File: src/rtl/vga_sync_monitor.sv
// Receive-side VGA timing checker: recovers line/frame timing from the sampled
// bus, locks onto nominal timing and regenerates pixel coordinates and colour.
module vga_sync_monitor #(
  parameter int unsigned CLKS_PER_PIXEL = 2,
  parameter int unsigned H_TOTAL        = 800,
  parameter int unsigned H_SYNC         = 96,
  parameter int unsigned H_BACK         = 48,
  parameter int unsigned H_ACTIVE       = 640,
  parameter int unsigned V_TOTAL        = 525,
  parameter int unsigned V_SYNC         = 2,
  parameter int unsigned V_BACK         = 33,
  parameter int unsigned V_ACTIVE       = 480,
  parameter logic        SYNC_ACTIVE    = 1'b0
) (
  input  logic        Clock,
  input  logic        Reset,
  input  logic [4:0]  iVGA,
  output logic        oLocked,
  output logic        oPixelValid,
  output logic [9:0]  oX,
  output logic [9:0]  oY,
  output logic [2:0]  oRGB,
  output logic        oFrameDone,
  output logic [19:0] oLitCount,
  output logic        oError,
  output logic [7:0]  oErrCount
);

  localparam int unsigned DW = (CLKS_PER_PIXEL > 1) ? $clog2(CLKS_PER_PIXEL) : 1;
  localparam int unsigned TW = $clog2(2 * H_TOTAL + 1);

  localparam logic [DW-1:0] DIV_LAST    = DW'(CLKS_PER_PIXEL - 1);
  localparam logic [10:0]   H_LAST      = 11'(H_TOTAL - 1);
  localparam logic [10:0]   H_SYNC_LAST = 11'(H_SYNC - 1);
  localparam logic [10:0]   H_VIS_LO    = 11'(H_SYNC + H_BACK);
  localparam logic [10:0]   H_VIS_HI    = 11'(H_SYNC + H_BACK + H_ACTIVE);
  localparam logic [9:0]    V_LAST      = 10'(V_TOTAL - 1);
  localparam logic [9:0]    V_SYNC_LAST = 10'(V_SYNC - 1);
  localparam logic [9:0]    V_VIS_LO    = 10'(V_SYNC + V_BACK);
  localparam logic [9:0]    V_VIS_HI    = 10'(V_SYNC + V_BACK + V_ACTIVE);
  localparam logic [TW-1:0] TMO_LIMIT   = TW'(2 * H_TOTAL);

  localparam logic [1:0] SEARCH = 2'd0;
  localparam logic [1:0] ALIGN  = 2'd1;
  localparam logic [1:0] LOCKED = 2'd2;

  logic [4:0]    vga_q;
  logic [1:0]    sync_qq;
  logic [DW-1:0] div_q, div_now, div_d;
  logic [10:0]   hcnt_q, hcnt_d;
  logic [9:0]    vcnt_q, vcnt_d;
  logic [TW-1:0] tmo_q, tmo_d;
  logic [1:0]    state_q, state_d;
  logic          dirty_q, dirty_d;
  logic [19:0]   lit_q, lit_d;
  logic          strobe, timeout, mismatch, count_err, vis;
  logic          locked_d, pv_d, done_d, err_d;
  logic [9:0]    x_d, y_d;
  logic [2:0]    rgb_d;
  logic [19:0]   litout_d;
  logic [7:0]    errcnt_d;

  // Sync edges from the registered sample against its previous value
  logic hs_now, hs_prev, vs_now, vs_prev, h_rise, h_fall, v_rise, v_fall;
  assign hs_now  = (vga_q[1] == SYNC_ACTIVE);
  assign vs_now  = (vga_q[0] == SYNC_ACTIVE);
  assign hs_prev = (sync_qq[1] == SYNC_ACTIVE);
  assign vs_prev = (sync_qq[0] == SYNC_ACTIVE);
  assign h_rise  = hs_now & ~hs_prev;
  assign h_fall  = ~hs_now & hs_prev;
  assign v_rise  = vs_now & ~vs_prev;
  assign v_fall  = ~vs_now & vs_prev;

  // Counters, checks and next-state logic
  always_comb begin
    div_now  = h_rise ? '0 : div_q;
    strobe   = (div_now == '0);
    div_d    = (div_now == DIV_LAST) ? '0 : DW'(div_now + 1'b1);
    hcnt_d   = h_rise ? 11'd0 : ((strobe && hcnt_q != 11'h7FF) ? hcnt_q + 11'd1 : hcnt_q);
    vcnt_d   = v_rise ? 10'd0 : ((h_rise && vcnt_q != 10'h3FF) ? vcnt_q + 10'd1 : vcnt_q);
    tmo_d    = h_rise ? '0 : ((strobe && tmo_q != TMO_LIMIT) ? TW'(tmo_q + 1'b1) : tmo_q);
    timeout  = (tmo_d == TMO_LIMIT) && (tmo_q != TMO_LIMIT);
    mismatch = (h_rise && hcnt_q != H_LAST) || (h_fall && hcnt_q != H_SYNC_LAST) ||
               (v_rise && vcnt_q != V_LAST) || (v_fall && vcnt_q != V_SYNC_LAST);
    vis      = (hcnt_d >= H_VIS_LO) && (hcnt_d < H_VIS_HI) &&
               (vcnt_d >= V_VIS_LO) && (vcnt_d < V_VIS_HI);

    state_d   = state_q;
    dirty_d   = dirty_q;
    count_err = 1'b0;
    err_d     = 1'b0;
    done_d    = 1'b0;
    pv_d      = 1'b0;
    x_d       = oX;
    y_d       = oY;
    rgb_d     = oRGB;
    litout_d  = oLitCount;
    errcnt_d  = oErrCount;

    case (state_q)
      SEARCH: begin
        if (v_rise) begin
          state_d = ALIGN;
          dirty_d = 1'b0;
        end
      end
      ALIGN: begin
        count_err = mismatch;
        if (v_rise) begin
          // Checks on this clock still belong to the frame that is ending
          if (!dirty_q && !mismatch) state_d = LOCKED;
          dirty_d = 1'b0;
        end else if (mismatch) begin
          dirty_d = 1'b1;
        end
      end
      LOCKED: begin
        if (mismatch) begin
          count_err = 1'b1;
          err_d     = 1'b1;
          state_d   = ALIGN;
          dirty_d   = 1'b1;
        end else begin
          if (v_rise) begin
            done_d   = 1'b1;
            litout_d = lit_q;
          end
          if (strobe && vis) begin
            pv_d  = 1'b1;
            x_d   = 10'(hcnt_d - H_VIS_LO);
            y_d   = vcnt_d - V_VIS_LO;
            rgb_d = vga_q[4:2];
          end
        end
      end
      default: state_d = SEARCH;
    endcase

    if (timeout) begin
      state_d = SEARCH;
      pv_d    = 1'b0;
      done_d  = 1'b0;
    end

    if (count_err && oErrCount != 8'hFF) errcnt_d = oErrCount + 8'd1;

    if (state_d != LOCKED || done_d)      lit_d = 20'd0;
    else if (oPixelValid && oRGB != 3'd0) lit_d = lit_q + 20'd1;
    else                                  lit_d = lit_q;

    locked_d = (state_d == LOCKED);
  end

  always_ff @(posedge Clock) begin
    if (Reset) begin
      vga_q       <= '0;
      sync_qq     <= '0;
      div_q       <= '0;
      hcnt_q      <= '0;
      vcnt_q      <= '0;
      tmo_q       <= '0;
      state_q     <= SEARCH;
      dirty_q     <= 1'b0;
      lit_q       <= '0;
      oLocked     <= 1'b0;
      oPixelValid <= 1'b0;
      oX          <= '0;
      oY          <= '0;
      oRGB        <= '0;
      oFrameDone  <= 1'b0;
      oLitCount   <= '0;
      oError      <= 1'b0;
      oErrCount   <= '0;
    end else begin
      vga_q       <= iVGA;
      sync_qq     <= vga_q[1:0];
      div_q       <= div_d;
      hcnt_q      <= hcnt_d;
      vcnt_q      <= vcnt_d;
      tmo_q       <= tmo_d;
      state_q     <= state_d;
      dirty_q     <= dirty_d;
      lit_q       <= lit_d;
      oLocked     <= locked_d;
      oPixelValid <= pv_d;
      oX          <= x_d;
      oY          <= y_d;
      oRGB        <= rgb_d;
      oFrameDone  <= done_d;
      oLitCount   <= litout_d;
      oError      <= err_d;
      oErrCount   <= errcnt_d;
    end
  end

endmodule

File: config.mk
export PLATFORM = sky130hd
export DESIGN_NAME = vga_sync_monitor
export DESIGN_NICKNAME = d
export VERILOG_FILES = /design/src/rtl/vga_sync_monitor.sv
export SDC_FILE = /design/constraint.sdc
export NUM_CORES = 1
export LEC_CHECK = 0
export ABC_AREA = 1
export CORE_ASPECT_RATIO = 1.2
export CORE_MARGIN = 2
export CORE_UTILIZATION = 48
export CTS_BUF_LIST = sky130_fd_sc_hd__clkbuf_8
export CTS_CLUSTER_DIAMETER = 30
export DETAILED_ROUTE_END_ITERATION = 8
export HOLD_SLACK_MARGIN = 0.1
export PLACE_DENSITY = 0.7
export SLEW_MARGIN = 20
export SYNTH_ARGS = -nofsm -noshare
export SYNTH_HDL_FRONTEND = slang
export SYNTH_SLANG_ARGS = --single-unit
File: constraint.sdc
create_clock -name Clock -period 3.4 [get_ports Clock]
set_clock_uncertainty 0.2 [all_clocks]
set_input_delay 0.34 -clock Clock [delete_from_list [all_inputs] [get_ports Clock]]
set_output_delay 0.34 -clock Clock [all_outputs]
set_load 0.1 [all_outputs]
# [Yosys cells after proc, flatten, opt, wreduce, memory -nomap -nowiden]
# Index checks and enable logic that the tools add are counted.
[word_totals] ff_bits=118 inputBits=7 out_inout_bits=55 wordCells=110
[op_classes] add_sub_neg=8 n_lt_le_gt_ge=4 n_eq_ne=14 mux=24 bitwise_logic=11 reduce_logical=31
[op_table] op="11-bit 2-to-1 mux" count=4
[op_table] op="11-bit by 1-bit adder with 11-bit output, second input constant" count=2
[op_table] op="11-bit inequality test, second input constant" count=2
[op_table] op="20-bit by 1-bit adder with 20-bit output, second input constant" count=1
[op_table] op="10-bit 2-to-1 mux" count=2
[op_table] op="10-bit inequality test, second input constant" count=2
[op_table] op="1-bit logical AND" count=15
[op_table] op="11-bit == test, second input constant" count=1
[op_table] op="11-bit by 8-bit greater-or-equal comparator with 1-bit output, second input constant" count=1
[op_table] op="11-bit by 10-bit < comparator with 1-bit output, second input constant" count=1
[op_table] op="11-bit by 10-bit inequality test with 1-bit output, second input constant" count=1
[op_table] op="11-bit by 7-bit inequality test with 1-bit output, second input constant" count=1
[op_table] op="10-bit by 1-bit adder with 10-bit output, second input constant" count=1
[op_table] op="10-bit by 6-bit greater-or-equal comparator with 1-bit output, second input constant" count=1
[op_table] op="10-bit < comparator, second input constant" count=1
[op_table] op="1-bit 2-to-1 mux" count=10
[op_table] op="2-bit 2-to-1 mux" count=5
[op_table] op="10-bit by 1-bit inequality test with 1-bit output, second input constant" count=1
[op_table] op="10-bit by 6-bit subtractor with 10-bit output, second input constant" count=1
[op_table] op="10-bit by 8-bit subtractor with 10-bit output, second input constant" count=1
[op_table] op="8-bit by 1-bit adder with 8-bit output, second input constant" count=1
[op_table] op="8-bit inequality test, second input constant" count=1
[op_table] op="1-bit inverter" count=7
[op_table] op="2-bit one-hot mux with 3 select lines" count=1
[op_table] op="15 further kinds" count=28

# [Longest topological paths before layout]
# Gate-level depths: netlist of the first run.
[logic_depth] depth_word=15 ltp_mapped=21

# [Worst setup path after synthesis of the first run]
# Ideal clock, no wire load.
[synth_path] path_type="flip-flop to flip-flop" from="register oRGB[2]" to="register lit_q[17]" t_arrival_ns=2.425 required_time_ns=3.067 slack_ns=0.642 path_stages_with_launch=9 path_buffers=0 period_less_slack_ns=2.758 path_cell_list="dfxtp_1 -> nor3_1 -> nand2b_1 -> nor3_1 -> nand2_1 -> or3_1 -> nor2_1 -> xnor2_1 -> nor3_2"
[synth_via] elab_chain_len=2
[synth_lines] item="from (decl)" line_no="22" rtl="output logic [2:0] oRGB,"
[synth_lines] item="from (signal assigned)" line_no="188" rtl="oRGB <= rgb_d;"
[synth_lines] item="3-bit nonzero test" line_no="148" rtl="else if (oPixelValid && oRGB != 3'd0) lit_d = lit_q + 20'd1;"
[synth_lines] item="1-bit logical AND" line_no="148"
[synth_lines] item="to (signal assigned)" line_no="183" rtl="lit_q <= lit_d;"
[synth_lines] item="to (decl)" line_no="55" rtl="logic [19:0] lit_q, lit_d;"
# No other way between the ends.
# A chain may end at the register's enable or synchronous reset.

# [Worst setup path after layout of the first run]
[layout_path] from="register tmo_q[0]" to="register lit_q[12]"
[layout_via] elab_chain_len=10
[layout_lines] item="from (decl)" line_no="52" rtl="logic [TW-1:0] tmo_q, tmo_d;"
[layout_lines] item="from (signal assigned)" line_no="180" rtl="tmo_q <= tmo_d;"
[layout_lines] item="parallel branches: the longest is 5 deep, another holds 11-bit by 1-bit adder with 11-bit output"
[layout_lines] item="1-bit logical AND (*)" line_no="82" rtl="timeout = (tmo_d == TMO_LIMIT) && (tmo_q != TMO_LIMIT);"
[layout_lines] item="2-bit 2-to-1 mux" line_no="139" rtl="if (timeout) begin"
[layout_lines] item="2-bit inequality test" line_no="147" rtl="if (state_d != LOCKED || done_d) lit_d = 20'd0;"
[layout_lines] item="1-bit logical OR (*)" line_no="147"
[layout_lines] item="2-bit OR reduction (no source line) (*)"
# Mark *: on every way between the ends.

==> results of run 1 <==
-- per-layer routing --
layer / GRT usage (%) / wire length, um / share of wire [%]
met1: 27.2 / 6600 / 46
met2: 35.7 / 7140 / 49
met3: 4.51 / 396 / 2.7
met4: 8.30 / 343 / 2.4
met5: 0 / 0 / 0
-- final timing paths --
check | from | end | slack [ps]
worst max-delay path | tmo_q[0] | lit_q[12] | 350
worst min-delay path | iVGA[1] | vga_q[1] | 210
worst max register to register | tmo_q[0] | lit_q[12] | 350
worst min register to register | div_q | div_q | 260
-- metrics by stage --
stage	cell area [um^2]	power [uW]	worst slack [ps]	hold WS, ps
after floorplan	6470	1640	642	226
after global placement	7220	1700	453	240
after detailed placement	7220	1700	392	252
after CTS	7640	3050	370	188
after global routing	7640	3140	59.6	211
final	7640	3020	352	210
-- power breakdown --
group          internal, uW  switching, uW
sequential             1400           20.5
clock                   791            560
combinational          79.2            165
-- Yosys cell counts, types with 4 or more instances --
| cell type | count |
|---|---|
| clkbuf_1 | 15 |
| inv_1 | 98 |
| o21ai_1 | 4 |
| nor3_1 | 40 |
| nand3_1 | 50 |
| nor2_2 | 44 |
| nor2_4 | 4 |
| xnor2_1 | 15 |
| nand2_1 | 184 |
| nand3_2 | 9 |
| nor3_2 | 5 |
| buf_2 | 9 |
| nor2_1 | 131 |
| xor2_1 | 23 |
| a21oi_1 | 19 |
| ha_1 | 16 |
| nand2_4 | 5 |
| buf_4 | 4 |
| nand3_4 | 4 |
| nand2_2 | 11 |
| nand4_1 | 36 |
| dfxtp_1 | 118 |
| o21ai_0 | 33 |
| inv_2 | 8 |
-- cell type report --
cell class	count	area [um^2]	area share (%)
inverters	109	414	5.42
multi-input cells	654	3520	46.1
well taps	168	210	2.75
flip-flops and latches	118	2360	30.9
clock buffers	21	289	3.78
clock inverters	10	129	1.69
repair buffers	73	713	9.34
-- kinds of logic after synthesis --
logic type | Yosys count | synth area share, %
AO/OA/AOI/OAI | 67 | 5.77
XOR/XNOR | 38 | 5.15
adder cells (fa/ha/maj) | 16 | 3.10
buffers and inverters | 141 | 9.13
flip-flops | 118 | 36.5
multiplexers | 1 | 0.155
AND/OR/NAND/NOR | 532 | 40.2
-- sequential cells by signal (all words and copies together), names as in the netlist, 2 cells and up --
| name | cells |
|---|---|
| lit_q | 20 |
| oLitCount | 20 |
| hcnt_q | 11 |
| tmo_q | 11 |
| oX | 10 |
| oY | 10 |
| vcnt_q | 10 |
| oErrCount | 8 |
| vga_q | 5 |
| oRGB | 3 |
| state_q | 2 |
| sync_qq | 2 |
-- worst register-to-register path, stage by stage, from the launching register on --
cell and delay, ps:
dfxtp_1 430, inv_1 90, ha_1 200, nand2_1 60, nor2_1 40, nand3_1 170, nand2_1 180, buf_4 210
o21ai_0 170, nand2_1 120, nand4_1 120, nor2_1 50, nand2_1 120, nand4_2 480, nor3_1 320
==> run metrics, run 1 <==
outcome=complete, no violations; Power Density=395 nW/um^2; WP data arrival=3200 ps; critical path cell sequence=inv_1 -> ha_1 -> nand2_1 -> nor2_1 -> nand3_1 -> nand2_1 -> buf_4 -> o21ai_0 -> nand2_1 -> nand4_1 -> nor2_1 -> nand2_1 -> nand4_2 -> nor3_1; root buf cell=clkbuf_8; Post-synth top flop=dfxtp_1; Syn Area/Cell=7.08 um^2; Final TNS setup=0 ps; Final Util=57.9%; Final #Nets=996; TritonCTS Buffers=17; pin count of the biggest net entering global routing=53; Resize count post-CTS=0; core region area=13,200 um^2; Fin. Hold Viols=0; H-tree depth=4; Std-Cell Rows=46; Longest Clk Path Bufs=2; remaining antenna violation count after routing=0; grt total ovfl=0; commonest non-fill, non-tap cell in the layout=nand2_1; DRC=0; Layout area overhead=18.1%; DR vias/cell=5.00; Syn Inst Count=913; die width=110 um; Post-DP HPWL=10.3 mm; first-pass GRT wire length=25.2 mm; Max Freq=328 MHz; Vias=5,766; crit end category=register; Least-Margin Pin Slew=993 ps; Yosys top cell area share=36.5%; Clk Latency, worst-skew pair=440 ps; fin. max-slew vios=0; Worst R2R Path Depth=14; # Post-CTS Setup Buffers=0; Die ar.=14,400 um^2; initial antenna violation count=0; FFs w/ async S/R, synth=0%; number of I/O pins=62; Max-cap violations=0; floorplan die height=131 um; Syn Nets=936; part of the cycle the worst path needs=89.6%; critical path peak fanout=21; share of post-route cells with drive strength above 1=14.2%; leak pwr=0.00324 uW; final WL=14.5 mm; synth warn=0; CTS Sinks=118; Max rail drop VDD=0.000248 V; cell count after placement=1,122; WP data required=3550 ps; Post-synth EDFFs=0; Hold Crit Class=in2reg; WL/cell=12.6 um; Levels on crit path=14; Post-Layout Cell Count=1,153; buffer and inverter count on the worst path=2; sequential fraction of the synthesis area=36.5%; Setup crit start kind=register; unrepaired setup endpoints after global routing=false; First-pass DRT Iterations=5; Crit Path Class=reg2reg; Unique masters post-synth=46; Final setup viols=0; CP max-delay cell=nand4_2; Synth area leaders=dfxtp_1 37%, nand2_1 11%, nor2_1 7.6%; Post-CTS Hold Fix Bufs=0; most frequent cells in the layout=184 x nand2_1, 131 x nor2_1, 118 x dfxtp_1; Final min period=3050 ps; CTS tree=built; Fillers=1,274; CP peak stage delay=480 ps; placer's final routability congestion estimate=0.900; Tot GR Track Use=21.6%; Hold Path Depth=3; vias in the first global route=5,443; 1st-iter DRT viols=255; Synth area leader=dfxtp_1; most numerous cell on the critical path=nand2_1; input/output buffers=61; Crit path max-delay family=simple AND/OR/NAND/NOR gates; synthesized flop and latch total=118; synthesized area=6470 um^2; Clock transition at path regs=70 ps; Rel. slew slack=33.6%; ANT cells=0; Starting Density=49.1%
No activity file was read; power rests on OpenSTA's default activity.
==> inputs of run 2 (changes only) <==
Settings changed: CORE_MARGIN 2 to 5.
==> run metrics, run 2 (synthesized netlist as in run 1, its figures left out) <==
buffer and inverter count on the worst path=4; placer's final routability congestion estimate=0.881; input/output buffers=61; part of the cycle the worst path needs=89.9%; initial antenna violation count=0; Final #Nets=1,001; WL/cell=12.7 um; die width=116 um; Worst R2R Path Depth=19; Layout area overhead=19.5%; remaining antenna violation count after routing=0; DRC=0; 1st-iter DRT viols=283; commonest non-fill, non-tap cell in the layout=nand2_1; vias in the first global route=5,544; CTS Sinks=118; Hold Path Depth=3; TritonCTS Buffers=17; CP peak stage delay=370 ps; floorplan die height=137 um; Final setup viols=0; grt total ovfl=0; Final TNS setup=0 ps; Die ar.=15,900 um^2; first-pass GRT wire length=25.3 mm; CTS tree=built; root buf cell=clkbuf_8; biggest regs=lit_q x20, oLitCount x20; critical path cell sequence=ha_1 -> inv_1 -> nor2_4 -> nand3_4 -> nand2_4 -> inv_4 -> nand2_1 -> nand2_1 -> nor2_1 -> ha_1 -> inv_1 -> nor2_1 -> nand3_2 -> nand4_2 -> buf_4 -> nand3_2 -> nand2_1 -> nand2_1 -> nor2_1; fin. max-slew vios=0; Fin. Hold Viols=0; pin count of the biggest net entering global routing=53; Setup WS pre-CTS=221 ps; most frequent cells in the layout=184 x nand2_1, 131 x nor2_1, 118 x dfxtp_1; critical path peak fanout=22; Clk Latency, worst-skew pair=440 ps; Setup crit start kind=register; reg2reg end=oY[9]; Fillers=1,259; reg2reg setup slack=340 ps; WP data arrival=3230 ps; Setup WS post-layout=342 ps; Clock transition at path regs=70 ps; Least-Margin Pin Slew=990 ps; Rel. slew slack=33.8%; First-pass DRT Iterations=6; final WL=14.8 mm; number of I/O pins=62; Reg area=2360 um^2; leak pwr=0.00324 uW; crit end category=register; Levels on crit path=19; Worst Hold End=vga_q[1]; H-tree depth=4; Longest Clk Path Bufs=2; Std-Cell Rows=46; Max-cap violations=0; WP data required=3580 ps; Starting Density=48.9%; outcome=complete, no violations; CP max-delay cell=dfxtp_1; Crit Path Class=reg2reg; Post-CTS Hold Fix Bufs=0; Post-DP HPWL=10.9 mm; Crit path max-delay family=simple AND/OR/NAND/NOR gates; R2R Path Start=vcnt_q[1]; core region area=13,200 um^2; Multi-input gate area=3540 um^2; share of post-route cells with drive strength above 1=14.8%; HP Start=iVGA[1]; unrepaired setup endpoints after global routing=false; DR vias/cell=5.01; ANT cells=0; Tot GR Track Use=19.8%; Max rail drop VDD=0.000276 V; Hold Crit Class=in2reg; worst setup path startpoint=vcnt_q[1]; Max Freq=327 MHz; Vias=5,807; Final min period=3060 ps; Power Density=412 nW/um^2; most numerous cell on the critical path=nand2_1
-- run 2: worst max-delay path by stage --
| stage | to | slack [ps] |
|---|---|---|
| 3_3_place_gp | oX[4] | 270 |
| 2_1_floorplan | lit_q[17] | 640 |
| 3_5_place_dp | oX[4] | 220 |
| 4_1_cts | oY[4] | 210 |
| 6_report | oY[9] | 340 |
| 5_1_grt | oY[9] | 30 |
-- run 2: repair_timing --
action,CTS,global route
hold endpoints to repair,0,0
setup buffers,0,0
gates resized for setup,0,2
setup endpoints to repair,0,32
-- run 2: where the power goes --
part | internal, uW | switching [uW] | total, uW | leakage [uW]
combinational | 84.3 | 169 | 253 | 0.00206
clock | 930 | 577 | 1510 | 0.000231
sequential | 1400 | 18.7 | 1420 | 0.000954
total | 2420 | 765 | 3180 | 0.00324
-- run 2: layout make-up --
class / count / share of cell area (%)
clock inverters: 11 / 2.54
multi-input cells: 655 / 45.8
inverters: 109 / 5.36
clock buffers: 20 / 3.56
flip-flops and latches: 118 / 30.6
well taps: 168 / 2.72
repair buffers: 77 / 9.45
-- run 2: layer usage --
metal | vias up | part of all wire (%) | track usage, %
li1 | 3045 | - | -
met1 | 2630 | 44 | 23.1
met2 | 112 | 51 | 34.3
met3 | 20 | 3.2 | 4.78
met4 | 0 | 2.0 | 8.58
met5 | - | 0 | 0
-- run 2: per-stage QoR --
step	hold slack (ps)	cells	instance area (um^2)	total power [uW]	util (%)
6_report	225	1158	7730	3180	58.4
5_1_grt	214	1158	7730	3320	58.4
4_1_cts	186	1157	7710	3220	58.2
3_5_place_dp	239	1126	7240	1700	54.7
3_3_place_gp	240	1126	7240	1700	54.7
2_1_floorplan	226	913	6470	1640	-
-- run 2: worst reg2reg max path: cells and delay by family (launching register included) --
family / cells / cell delay (ps)
adders and majority gates: 2 / 420
and+or+nand+nor: 13 / 1500
DFF: 1 / 370
buffers and inverters: 4 / 500
==> inputs of run 3 (changes only) <==
Settings changed: CELL_PAD_IN_SITES_DETAIL_PLACEMENT from default to 1, CELL_PAD_IN_SITES_GLOBAL_PLACEMENT from default to 1, CORE_UTILIZATION 48 to 43, PLACE_DENSITY 0.7 to 0.83.
==> run metrics, run 3 (synthesized netlist as in run 1, its figures left out) <==
part of the cycle the worst path needs=91.8%; Final #Nets=1,000; Vias=6,042; R2R Path Start=vcnt_q[1]; Post-CTS Hold Fix Bufs=0; Multi-input gate area=3540 um^2; Fin. Hold Viols=0; Tot GR Track Use=21.4%; Fillers=1,903; Final TNS setup=0 ps; Starting Density=43.4%; Max-cap violations=0; crit end category=register; DR vias/cell=5.06; vias in the first global route=6,500; switch share=26.3%; reg2reg setup slack=280 ps; Hold Path Depth=3; commonest non-fill, non-tap cell in the layout=nand2_1; floorplan die height=144 um; Layout area overhead=19.7%; fin. max-slew vios=0; Std-Cell Rows=49; Comb power frac=8.5%; Crit Path Class=reg2reg; Least-Margin Pin Slew=1030 ps; internal power=2260 uW; WP data required=3550 ps; Setup crit start kind=register; First-pass DRT Iterations=4; critical path peak fanout=21; Clk pwr share=45.2%; Post-DP HPWL=13.0 mm; initial antenna violation count=0; Worst Hold End=vga_q[2]; CTS Sinks=118; core region area=14,900 um^2; biggest regs=lit_q x20, oLitCount x20; Clock transition at path regs=80 ps; leak pwr=0.00322 uW; share of post-route cells with drive strength above 1=14.7%; final WL=18.0 mm; pin count of the biggest net entering global routing=53; Clk Latency, worst-skew pair=450 ps; Hold Crit Class=in2reg; WP data arrival=3280 ps; CTS tree=built; ANT cells=0; Final min period=3120 ps; first-pass GRT wire length=30.3 mm; most frequent cells in the layout=184 x nand2_1, 131 x nor2_1, 118 x dfxtp_1; Longest Clk Path Bufs=2; Worst R2R Path Depth=20; remaining antenna violation count after routing=0; sw power=807 uW; Reg area=2360 um^2; Reg power frac=46.3%; Die ar.=17,600 um^2; reg2reg end=oY[2]; cell count after placement=1,162; H-tree depth=4; 1st-iter DRT viols=158; die width=122 um; HP Start=iVGA[2]; Max Freq=320 MHz; placer's final routability congestion estimate=0.875; # Post-CTS Setup Buffers=0; root buf cell=clkbuf_8; DRC=0; WL/cell=15.0 um; outcome=complete, no violations; Post-Layout Cell Count=1,194; Max rail drop VDD=0.000356 V; unrepaired setup endpoints after global routing=false; input/output buffers=61; Resize count post-CTS=0; Final setup viols=0; grt total ovfl=0; TritonCTS Buffers=17; Power Density=397 nW/um^2; number of I/O pins=62; Rel. slew slack=31.3%
## run 3: cell count changes in the layout (fill, tap and decap cells not counted), sizes merged
cell / before / now
inv: 109 / 110
nor2: 180 / 179
bufinv: 5 / 3
clkinvlp: 2 / 4
## run 3: how the worst max path moves through the flow
stage | from | endpoint | slack [ps] | depth (start not counted)
2_1_floorplan | oRGB[2] | lit_q[17] | 640 | 8
3_3_place_gp | vcnt_q[1] | oX[1] | 340 | 17
3_5_place_dp | vcnt_q[1] | oX[6] | 240 | 17
4_1_cts | vcnt_q[1] | oY[1] | 190 | 17
5_1_grt | vcnt_q[1] | oY[1] | 9 | 19
6_report | vcnt_q[1] | oY[2] | 280 | 20
## run 3: layout make-up
type | count | share of cell area [%]
Multi-Input combinational cell | 654 | 45.7
Sequential cell | 118 | 30.5
Timing Repair Buffer | 77 | 9.65
Inverter | 109 | 5.35
Clock buffer | 20 | 3.56
Tap cell | 204 | 3.30
Clock inverter | 12 | 1.96
## run 3: power by group through the flow
stage	sequential, uW	clock, uW	combinational (uW)
floorplan	1460	0	180
global placement	1450	0	251
detailed placement	1450	0	258
CTS	1420	1420	261
global route	1420	1470	293
finish	1420	1390	261
## run 3: critical path, stage by stage (launching register included)
cell	delay [ps]
dfxtp_1	390
ha_1	210
inv_1	90
nor2_4	140
nand3_4	140
nand2_4	150
inv_4	60
nor2_1	120
nor2_1	100
ha_1	240
inv_1	120
nand2_4	70
nor2_1	100
nand2_1	90
nor2_1	130
nor2_2	60
nor2_4	120
buf_6	200
nand4_1	130
nand2_1	120
nor2_2	50
## run 3: routing by layer
layer | vias to the layer above | track usage [%] | routed length (um)
met5 | - | 0 | 0
li1 | 3030 | - | -
met3 | 35 | 4.30 | 463
met1 | 2900 | 23.0 | 7360
met2 | 77 | 40.7 | 9740
met4 | 0 | 8.61 | 391
## run 3: stage by stage
| stage | util, % | setup slack [ps] | hold WS (ps) | cell area [um^2] | total power, uW |
|---|---|---|---|---|---|
| 2_1_floorplan | - | 642 | 226 | 6470 | 1640 |
| 3_3_place_gp | 49.0 | 339 | 254 | 7290 | 1700 |
| 6_report | 52.0 | 278 | 217 | 7740 | 3070 |
| 5_1_grt | 52.0 | 8.72 | 200 | 7740 | 3190 |
| 4_1_cts | 51.8 | 189 | 193 | 7720 | 3100 |
| 3_5_place_dp | 49.0 | 245 | 261 | 7290 | 1710 |
